==> config.mk <==
export PLATFORM = sky130hd
export DESIGN_NAME = rv_exec_core_flat
export DESIGN_NICKNAME = d
export VERILOG_FILES = /design/src/rtl/rv_exec_core_if.sv /design/src/rtl/rv_exec_core.sv /design/src/flat_wrapper.sv
export SDC_FILE = /design/constraint.sdc
export NUM_CORES = 2
export LEC_CHECK = 0
export ABC_AREA = 0
export CORE_MARGIN = 4
export CORE_UTILIZATION = 50
export CTS_BUF_LIST = sky130_fd_sc_hd__clkbuf_16
export DETAILED_ROUTE_END_ITERATION = 8
export PLACE_DENSITY = 0.75
export SLEW_MARGIN = 20
export SYNTH_ARGS = -nofsm -noshare
export SYNTH_HDL_FRONTEND = slang
export SYNTH_SLANG_ARGS = --single-unit
==> constraint.sdc <==
create_clock -name clk -period 13.8 [get_ports clk]
set_input_delay 2.07 -clock clk [delete_from_list [all_inputs] [get_ports clk]]
set_output_delay 2.07 -clock clk [all_outputs]
set_load 0.01 [all_outputs]
==> src/rtl/rv_exec_core_if.sv <==
// Instruction/result bus of rv_exec_core: valid/ready instruction fields in,
// result with a one-cycle completion strobe out.
interface rv_exec_core_if #(
  parameter int WIDTH = 32
);
  logic             in_valid;
  logic             in_ready;
  logic [6:0]       opcode;
  logic [2:0]       funct3;
  logic             funct7b5;
  logic [4:0]       rd;
  logic [4:0]       rs1;
  logic [4:0]       rs2;
  logic [11:0]      imm12;
  logic [WIDTH-1:0] out;
  logic             out_valid;
  logic             illegal;

  // Instruction source side.
  modport master (
    output in_valid, opcode, funct3, funct7b5, rd, rs1, rs2, imm12,
    input  in_ready, out, out_valid, illegal
  );

  // Execution core side.
  modport slave (
    input  in_valid, opcode, funct3, funct7b5, rd, rs1, rs2, imm12,
    output in_ready, out, out_valid, illegal
  );
endinterface

==> src/rtl/rv_exec_core.sv <==
// Multi-cycle RV32I OP / OP-IMM execution core with an internal register
// file (x0 hard-wired to zero). Each instruction runs IDLE -> EXEC -> WRITE
// and completes with a one-cycle out_valid strobe.
module rv_exec_core #(
  parameter int WIDTH     = 32,
  parameter int NREGS     = 32,
  parameter int LED_WIDTH = 8
) (
  input  logic                 clk,
  input  logic                 reset,
  rv_exec_core_if.slave        bus,
  output logic [LED_WIDTH-1:0] led
);

  localparam int SHW = $clog2(WIDTH);
  localparam int AW  = (NREGS > 1) ? $clog2(NREGS) : 1;

  localparam logic [6:0] OPC_OP    = 7'b0110011;
  localparam logic [6:0] OPC_OPIMM = 7'b0010011;

  typedef enum logic [1:0] {
    S_IDLE,
    S_EXEC,
    S_WRITE
  } state_t;

  state_t state_q, state_d;

  // Latched instruction fields
  logic [6:0]  opc_q;
  logic [2:0]  f3_q;
  logic        f7b5_q;
  logic [4:0]  rd_q, rs1_q, rs2_q;
  logic [11:0] imm_q;

  // Register file and pipeline results
  logic [WIDTH-1:0] regs_q [NREGS];
  logic [WIDTH-1:0] res_q;
  logic             ill_q;
  logic [WIDTH-1:0] out_q;
  logic             out_valid_q;
  logic             illegal_q;

  logic             accept;
  logic             is_op, is_opimm, legal;
  logic [WIDTH-1:0] x_val, rs2_val, y_val, imm_sext, alu;
  logic [SHW-1:0]   shamt;

  // Indices beyond the implemented depth behave like x0: read 0, write dropped.
  function automatic logic in_range(input logic [4:0] idx);
    return 32'(idx) < NREGS;
  endfunction

  function automatic logic [WIDTH-1:0] rd_reg(input logic [4:0] idx,
                                              input logic [WIDTH-1:0] val);
    return (idx != 5'd0 && in_range(idx)) ? val : '0;
  endfunction

  assign accept = bus.in_valid & bus.in_ready;

  // State register
  // NOTE: sequential state uses non-blocking assignments so every flop
  // samples pre-edge values regardless of block ordering.
  always_ff @(posedge clk or negedge reset) begin
    if (!reset) state_q <= S_IDLE;
    else        state_q <= state_d;
  end

  // Next-state logic
  // NOTE: state_d gets a default first so no path leaves it unassigned,
  // which would otherwise infer a latch.
  always_comb begin
    state_d = state_q;
    unique case (state_q)
      S_IDLE:  if (accept) state_d = S_EXEC;
      S_EXEC:  state_d = S_WRITE;
      S_WRITE: state_d = S_IDLE;
      default: state_d = S_IDLE;
    endcase
  end

  // FSM outputs: the core only takes a new instruction when idle
  always_comb begin
    bus.in_ready = 1'b0;
    if (state_q == S_IDLE) bus.in_ready = 1'b1;
  end

  // Capture all instruction fields on accept so the source may move on
  always_ff @(posedge clk or negedge reset) begin
    if (!reset) begin
      opc_q  <= '0;
      f3_q   <= '0;
      f7b5_q <= 1'b0;
      rd_q   <= '0;
      rs1_q  <= '0;
      rs2_q  <= '0;
      imm_q  <= '0;
    end else if (accept) begin
      opc_q  <= bus.opcode;
      f3_q   <= bus.funct3;
      f7b5_q <= bus.funct7b5;
      rd_q   <= bus.rd;
      rs1_q  <= bus.rs1;
      rs2_q  <= bus.rs2;
      imm_q  <= bus.imm12;
    end
  end

  // Operand selection and decode
  always_comb begin
    is_op    = (opc_q == OPC_OP);
    is_opimm = (opc_q == OPC_OPIMM);
    legal    = is_op | is_opimm;
    x_val    = rd_reg(rs1_q, regs_q[rs1_q[AW-1:0]]);
    rs2_val  = rd_reg(rs2_q, regs_q[rs2_q[AW-1:0]]);
    imm_sext = {{(WIDTH-12){imm_q[11]}}, imm_q};
    y_val    = is_op ? rs2_val : imm_sext;
    shamt    = y_val[SHW-1:0];
  end

  // ALU: funct7b5 selects SUB only for OP, and SRA/SRAI for both formats
  always_comb begin
    alu = '0;
    unique case (f3_q)
      3'b000: alu = (is_op && f7b5_q) ? x_val - y_val : x_val + y_val;
      3'b001: alu = x_val << shamt;
      3'b010: alu = {{(WIDTH-1){1'b0}}, ($signed(x_val) < $signed(y_val))};
      3'b011: alu = {{(WIDTH-1){1'b0}}, (x_val < y_val)};
      3'b100: alu = x_val ^ y_val;
      3'b101: alu = f7b5_q ? WIDTH'($signed(x_val) >>> shamt) : x_val >> shamt;
      3'b110: alu = x_val | y_val;
      3'b111: alu = x_val & y_val;
      default: alu = '0;
    endcase
  end

  // EXEC: register the result; illegal instructions produce 0
  always_ff @(posedge clk or negedge reset) begin
    if (!reset) begin
      res_q <= '0;
      ill_q <= 1'b0;
    end else if (state_q == S_EXEC) begin
      res_q <= legal ? alu : '0;
      ill_q <= ~legal;
    end
  end

  // WRITE: publish the result and strobe completion; out/illegal hold after
  always_ff @(posedge clk or negedge reset) begin
    if (!reset) begin
      out_q       <= '0;
      illegal_q   <= 1'b0;
      out_valid_q <= 1'b0;
    end else begin
      out_valid_q <= (state_q == S_WRITE);
      if (state_q == S_WRITE) begin
        out_q     <= res_q;
        illegal_q <= ill_q;
      end
    end
  end

  // Register file write-back; x0, out-of-range and illegal writes are dropped
  // NOTE: the register file is reset because architectural registers must
  // read 0 after reset; this forces flops rather than a RAM macro.
  always_ff @(posedge clk or negedge reset) begin
    if (!reset) begin
      for (int i = 0; i < NREGS; i++) regs_q[i] <= '0;
    end else if (state_q == S_WRITE && !ill_q && rd_q != 5'd0 && in_range(rd_q)) begin
      regs_q[rd_q[AW-1:0]] <= res_q;
    end
  end

  assign bus.out       = out_q;
  assign bus.out_valid = out_valid_q;
  assign bus.illegal   = illegal_q;
  assign led           = out_q[LED_WIDTH-1:0];

endmodule

==> src/flat_wrapper.sv <==
// flat-port wrapper written by rule: the top's interface ports become plain ports
module rv_exec_core_flat 
#(
  parameter int WIDTH     = 32,
  parameter int NREGS     = 32,
  parameter int LED_WIDTH = 8
)
  (clk, reset, led, bus_in_valid, bus_opcode, bus_funct3, bus_funct7b5, bus_rd, bus_rs1, bus_rs2, bus_imm12, bus_in_ready, bus_out, bus_out_valid, bus_illegal);
  rv_exec_core_if #(.WIDTH(WIDTH)) bus_i ();
  input  logic clk;
  input  logic reset;
  output logic [LED_WIDTH-1:0] led;
  input wire logic [$bits(bus_i.in_valid)-1:0] bus_in_valid;
  input wire logic [$bits(bus_i.opcode)-1:0] bus_opcode;
  input wire logic [$bits(bus_i.funct3)-1:0] bus_funct3;
  input wire logic [$bits(bus_i.funct7b5)-1:0] bus_funct7b5;
  input wire logic [$bits(bus_i.rd)-1:0] bus_rd;
  input wire logic [$bits(bus_i.rs1)-1:0] bus_rs1;
  input wire logic [$bits(bus_i.rs2)-1:0] bus_rs2;
  input wire logic [$bits(bus_i.imm12)-1:0] bus_imm12;
  output wire logic [$bits(bus_i.in_ready)-1:0] bus_in_ready;
  output wire logic [$bits(bus_i.out)-1:0] bus_out;
  output wire logic [$bits(bus_i.out_valid)-1:0] bus_out_valid;
  output wire logic [$bits(bus_i.illegal)-1:0] bus_illegal;
  assign bus_i.in_valid = bus_in_valid;
  assign bus_i.opcode = bus_opcode;
  assign bus_i.funct3 = bus_funct3;
  assign bus_i.funct7b5 = bus_funct7b5;
  assign bus_i.rd = bus_rd;
  assign bus_i.rs1 = bus_rs1;
  assign bus_i.rs2 = bus_rs2;
  assign bus_i.imm12 = bus_imm12;
  assign bus_in_ready = bus_i.in_ready;
  assign bus_out = bus_i.out;
  assign bus_out_valid = bus_i.out_valid;
  assign bus_illegal = bus_i.illegal;
  rv_exec_core #(.WIDTH(WIDTH), .NREGS(NREGS), .LED_WIDTH(LED_WIDTH)) u_core (.clk(clk), .reset(reset), .bus(bus_i), .led(led));
endmodule
After elaboration in Yosys (flattened, before gate mapping)
Cells that the tools add are included.
Widths: inputs -> output; s select.
- add/subtract/negate cells: 2
- multiply operators: 0
- divide/modulo/power cells: 0
- $lt $le $gt $ge: 6
- equal/unequal tests: 12
- shift-type cells: 3
- multiplexer cells: 19
- bitwise logic cells: 9
- reductions and logical operators: 10
- operators by type and width (kind ; number):
    $bwmux 1024 ; 1
    $mux 32 ; 11
    $bmux 32 s5 ; 2
    $pmux 32 s8 ; 1
    $demux 32 s5 ; 1
    $lt 32x32->1 ; 2
    $add 32x32->32 ; 1
    $and 32x32->32 ; 1
    $or 32x32->32 ; 1
    $shl 32x5->32 ; 1
    $shr 32x5->32 ; 1
    $sshr 32x5->32 ; 1
    $sub 32x32->32 ; 1
    $xor 32x32->32 ; 1
    $ge 6x6->1 const B ; 3
    $not 5->6 ; 3
    $reduce_bool 5->1 ; 3
    $eq 3x3->1 const B ; 4
    $eq 7x5->1 const B ; 1
    $eq 7x6->1 const B ; 1
    $eq 3x2->1 const B ; 2
    $lt 6x1->1 const B ; 1
    $logic_and 1x1->1 ; 4
    $pmux 2 s2 ; 1
    12 further kinds ; 12
- bits in registers: 1131
- bits in latches: 0
- bits in writable memories: 0
- ROM bits: 0
- input port bits: 41
- memories: 0

Longest topological paths before layout
- word-level depth: 10
- gate-level depth with buffers: 27
- gate-level depth less buffers: 18

Least setup slack after synthesis
No wires, ideal clock.
- kind: reg2reg
- start: register u_core.rs2_q[0]
- end: register u_core.res_q[29]
- arrival: 5.882 ns
- required time: 13.689 ns
- path slack: 7.806 ns
- cell stages (with the launch flop): 24
- cell sequence: dfrtp_1 buf_6 buf_6 buf_4 buf_4 buf_4 buf_4 buf_1 mux4_2 mux4_2 mux2i_1 o21ai_0 ha_1 clkbuf_1 a21o_1 o21bai_1 a211oi_1 a211oi_1 nor3_1 o21ai_0 or2_2 a2111o_1 and3_1 a2111oi_2
- longest elaborated chain between the ends: 10
- elaborated cells on any way between the ends: 19
- RTL lines (item ; RTL line ; source):
    start, declared ; rv_exec_core.sv:33 ; logic [4:0] rd_q, rs1_q, rs2_q;
    start signal, assigned ; rv_exec_core.sv:104 ; rs2_q <= bus.rs2;
    $not 5->6 (implied by the code) ; rv_exec_core.sv:115 ; rs2_val = rd_reg(rs2_q, regs_q[rs2_q[AW-1:0]]);
    $bmux 32 s5 ; rv_exec_core.sv:115 ;
    $mux 32 (implied by the code) (2 in series) ; rv_exec_core.sv:115 ;
    $mux 32 (*) ; rv_exec_core.sv:56 ; return (idx != 5'd0 && in_range(idx)) ? val : '0;
    $mux 32 (*) ; rv_exec_core.sv:117 ; y_val = is_op ? rs2_val : imm_sext;
    $add 32x32->32 (tied with other cells) ; rv_exec_core.sv:125 ; 3'b000: alu = (is_op && f7b5_q) ? x_val - y_val : x_val + y_val;
    $mux 32 (on tied branches) ; rv_exec_core.sv:125, rv_exec_core.sv:130 ;
    $pmux 32 s8 (*) ; rv_exec_core.sv:124 ; unique case (f3_q)
    $mux 32 (*) ; rv_exec_core.sv:143 ; res_q <= legal ? alu : '0;
    end signal, assigned ; rv_exec_core.sv:143 ;
    end, declared ; rv_exec_core.sv:38 ; logic [WIDTH-1:0] res_q;
Every way passes the cells marked *; elsewhere a longest branch is shown, timed or not. The select of a mux whose other input is x is not followed.
A chain may end at the register's enable or synchronous reset.

Final worst setup path
- start: register u_core.rs2_q[2]
- end: register u_core.res_q[28]
The elaborated chain is that of the path after synthesis.

==> run_results.csv <==
group,metric,value,unit
critical_path,crit_path_end_kind,"register",
yosys,synth_fp_nets,5442,
cells_and_area,final_common_cell,"mux2_2",
yosys,yosys_warnings,0,
floorplanning,core_region_area,0.134,mm2
yosys,syn_avg_cell_area,12.7,um2
critical_path,rrSetupSlack,5.42,ns
placed_design,place_congestion,1.01,
detailed_routing,dr.pass1.iters,6,
critical_path,critPathMostFrequentCell,"buf_4",
global_routing,grt_antenna_before_repair,7,
critical_path,worstSetupPathType,"reg -> reg",
sta,relSlewSlack,17.5,%
cells_and_area,final_layout_size_suffix_gt1_share,38.5,%
critical_path,arrival,9.04,ns
critical_path,path_cells,"buf_4 -> buf_4 -> mux4_2 -> a22o_1 -> nor4_1 -> o41a_2 -> buf_4 -> inv_4 -> ha_1 -> fa_1 -> nand2b_1 -> a21o_1 -> a21oi_1 -> nand3_1 -> a2111oi_0 -> o211ai_1 -> a2111oi_0 -> a311oi_1 -> xor2_1 -> a311oi_1",
critical_path,cp_slowest_cell,"a2111oi_0",
critical_path,crit_family,"compound AO/OA/AOI/OAI gates",
placed_design,placement.io_buffers,83,
floorplanning,io_pins,84,
sta,rsz0062_at_grt,"false",
placed_design,dp_hpwl,141,mm
sta,tns,0,ns
yosys,yosys.area.top_type,"dfrtp_1",
detailed_routing,wl_per_cell,33.2,um
global_routing,grt_max_degree,168,
sta,tightestPinTransition,1.23,ns
clock_network,clkSinkCount,1131,
critical_path,required,14.46,ns
pwr,cellLeakagePower,0.0333,uW
yosys,ys_seq_area_share,42.0,%
flow_run,drv_cap,0,
yosys,synth_top_area_share,42.0,%
cells_and_area,design_area,0.0732,mm2
sta,max_freq,0.119,GHz
sta,holdWs,0.395,ns
global_routing,grt_pass1_vias,49400,
yosys,ys_types,94,
critical_path,crit_path_max_fanout,47,
critical_path,slowest_delay,0.85,ns
yosys,synth-edff-count,0,
cells_and_area,fillCellCount,10800,
critical_path,path_buf_inv,4,
yosys,synth.area.top_cells,"dfrtp_1 (42%), mux2_2 (19%), mux4_2 (15%), mux2i_1 (5.2%), ha_1 (1.8%)",
clock_network,clk_pin_slew,0.06,ns
clock_network,cts_buffers,120,
run_status,status,"complete, no violations",
floorplanning,initial_core_util,50.4,%
clock_network,cts_tree,"yes",
yosys,synth-seq-cells,1131,
floorplanning,dieHeight,375,um
floorplanning,die_w,375,um
global_routing,grt_pass1_wl,341,mm
global_routing,grt.overflow.total,0,
pwr,total_power,10000,uW
clock_network,postCtsSetupBuffers,0,
yosys,syn_inst,5302,
yosys,synth_area,0.0673,mm2
sta,slew_viol_final,0,
worst_hold_path,min_path_type,"reg -> reg",
yosys,async_reset_ff_share,100,%
clock_network,cts_resized,0,
sta,hold_violations,0,
clock_network,htree_levels,3,
floorplanning,num_rows,134,
cells_and_area,most-common-layout-cells,"mux2_2 (1,123), dfrtp_1 (1,105), mux4_2 (437), mux2i_1 (348), nand2_1 (210)",
detailed_routing,drt-initial-drc-count,6445,
clock_network,clock_latency,0.79,ns
detailed_routing,drc,0,
yosys,synth_flop_cell,"dfrtp_1",
cells_and_area,area_delta_synth_final,8.78,%
critical_path,worstSetupStartpointType,"register",
cells_and_area,nNetsFinal,5223,
global_routing,grt_usage,32.5,%
sta,fin_worst_skew,0.0491,ns
sta,post-route-period-util,60.8,%
pwr,powerDensity,137,mW/mm2
sta,setup_viol,0,
detailed_routing,viasPerCell,7.07,
detailed_routing,ant_nets,0,
clock_network,cts_max_path_buffers,3,
clock_network,clock-root-buffer,"clkbuf_16",
detailed_routing,vias,49100,
sta,min_period,8.38,ns
detailed_routing,wl,231,mm
placed_design,place_area,0.0693,mm2
clock_network,cts_hold_buf,0,
pwr,ir_drop,112,uV
floorplanning,die-area,0.141,mm2
==> final timing paths <==
check	start	cells past startpoint	end
worst max-delay path	u_core.rs2_q[2]	20	u_core.res_q[28]
worst min-delay path	u_core.regs_q[1010]	0	u_core.regs_q[1010]
worst max register to register	u_core.rs2_q[2]	20	u_core.res_q[28]
worst min register to register	u_core.regs_q[1010]	0	u_core.regs_q[1010]
max in group asynchronous	reset	4	u_core.res_q[1]
min in group asynchronous	reset	1	u_core.bus.out_valid
==> worst reg2reg max path, cell delays in order (launching register included) <==
cell and delay (ns):
dfrtp_4 0.64, buf_4 0.58, buf_4 0.77, mux4_2 0.45, a22o_1 0.26, nor4_1 0.29, o41a_2 0.19, buf_4 0.53
inv_4 0.48, ha_1 0.40, fa_1 0.45, nand2b_1 0.18, a21o_1 0.20, a21oi_1 0.50, nand3_1 0.38, a2111oi_0 0.85
o211ai_1 0.21, a2111oi_0 0.41, a311oi_1 0.10, xor2_1 0.17, a311oi_1 0.26
==> report_power, final <==
part / leakage (uW) / total (uW) / switching (uW) / internal [uW]
logic: 0.0156 / 3220 / 2170 / 1050
registers: 0.0157 / 3490 / 138 / 3350
clock network: 0.00201 / 3300 / 1440 / 1860
==> sequential cells by signal (all words and copies together), names as in the netlist <==
signal                cells
u_core.f3_q               3
u_core.bus.out           32
u_core.rs2_q              5
u_core.rd_q               5
u_core.regs_q          1024
u_core.f7b5_q             1
u_core.ill_q              1
u_core.rs1_q              5
u_core.state_q            2
u_core.opc_q              7
u_core.bus.illegal        1
u_core.res_q             32
u_core.imm_q             12
u_core.bus.out_valid      1
==> kinds of logic after synthesis <==
group                      after synthesis  synth area share [%]
and+or+nand+nor                        696                  4.97
AOI/OAI and AO/OA                      779                  8.01
adders and majority gates               99                  1.86
DFF                                   1131                  42.0
buffers and inverters                  661                  4.18
muxes                                 1910                  38.6
xor gates and xnor gates                26                 0.338
==> cells in the mapped netlist (all sizes together) (10+ instances only) <==
library cell / number
a2111oi: 11
a211oi: 37
a21o: 12
a21oi: 167
a221oi: 41
a22o: 15
a22oi: 65
a311oi: 13
a31oi: 13
and2: 13
and3: 29
buf: 242
clkbuf: 314
dfrtp: 1131
ha: 97
inv: 102
mux2: 1125
mux2i: 348
mux4: 437
nand2: 230
nand2b: 21
nand3: 41
nand4: 50
nor2: 175
nor2b: 15
nor3: 40
nor3b: 10
nor4: 11
o211ai: 26
o21a: 12
o21ai: 141
o221ai: 34
o22a: 54
o22ai: 36
o311a: 10
o31ai: 15
or2: 25
xnor2: 22
==> cell type report <==
cell class,count,area [um2],share of cell area [%]
Antenna cell,1,2.50,0.00342
Clock buffer,121,3030,4.13
Clock inverter,102,930,1.27
Inverter,105,397,0.541
Multi-Input combinational cell,3510,36400,49.7
Sequential cell,1131,28400,38.7
Tap cell,1768,2210,3.02
Timing Repair Buffer,215,1900,2.60
==> through the flow <==
stage               util, %  setup WS (ns)  std cells
floorplan                 -           7.81       5302
global placement       51.8           5.76       6729
detailed placement     51.8           5.66       6729
CTS                    54.8           5.62       6952
global route           54.8           5.04       6952
finish                 54.8           5.42       6953
==> metal layers <==
metal	vias up	share of wire [%]	track usage, %
met5	-	0.023	0.240
met4	4	6.1	17.6
met3	771	12	8.81
met2	3099	44	48.7
met1	25600	38	43.2
li1	19700	-	-
Power figures use the tool's default switching activity.
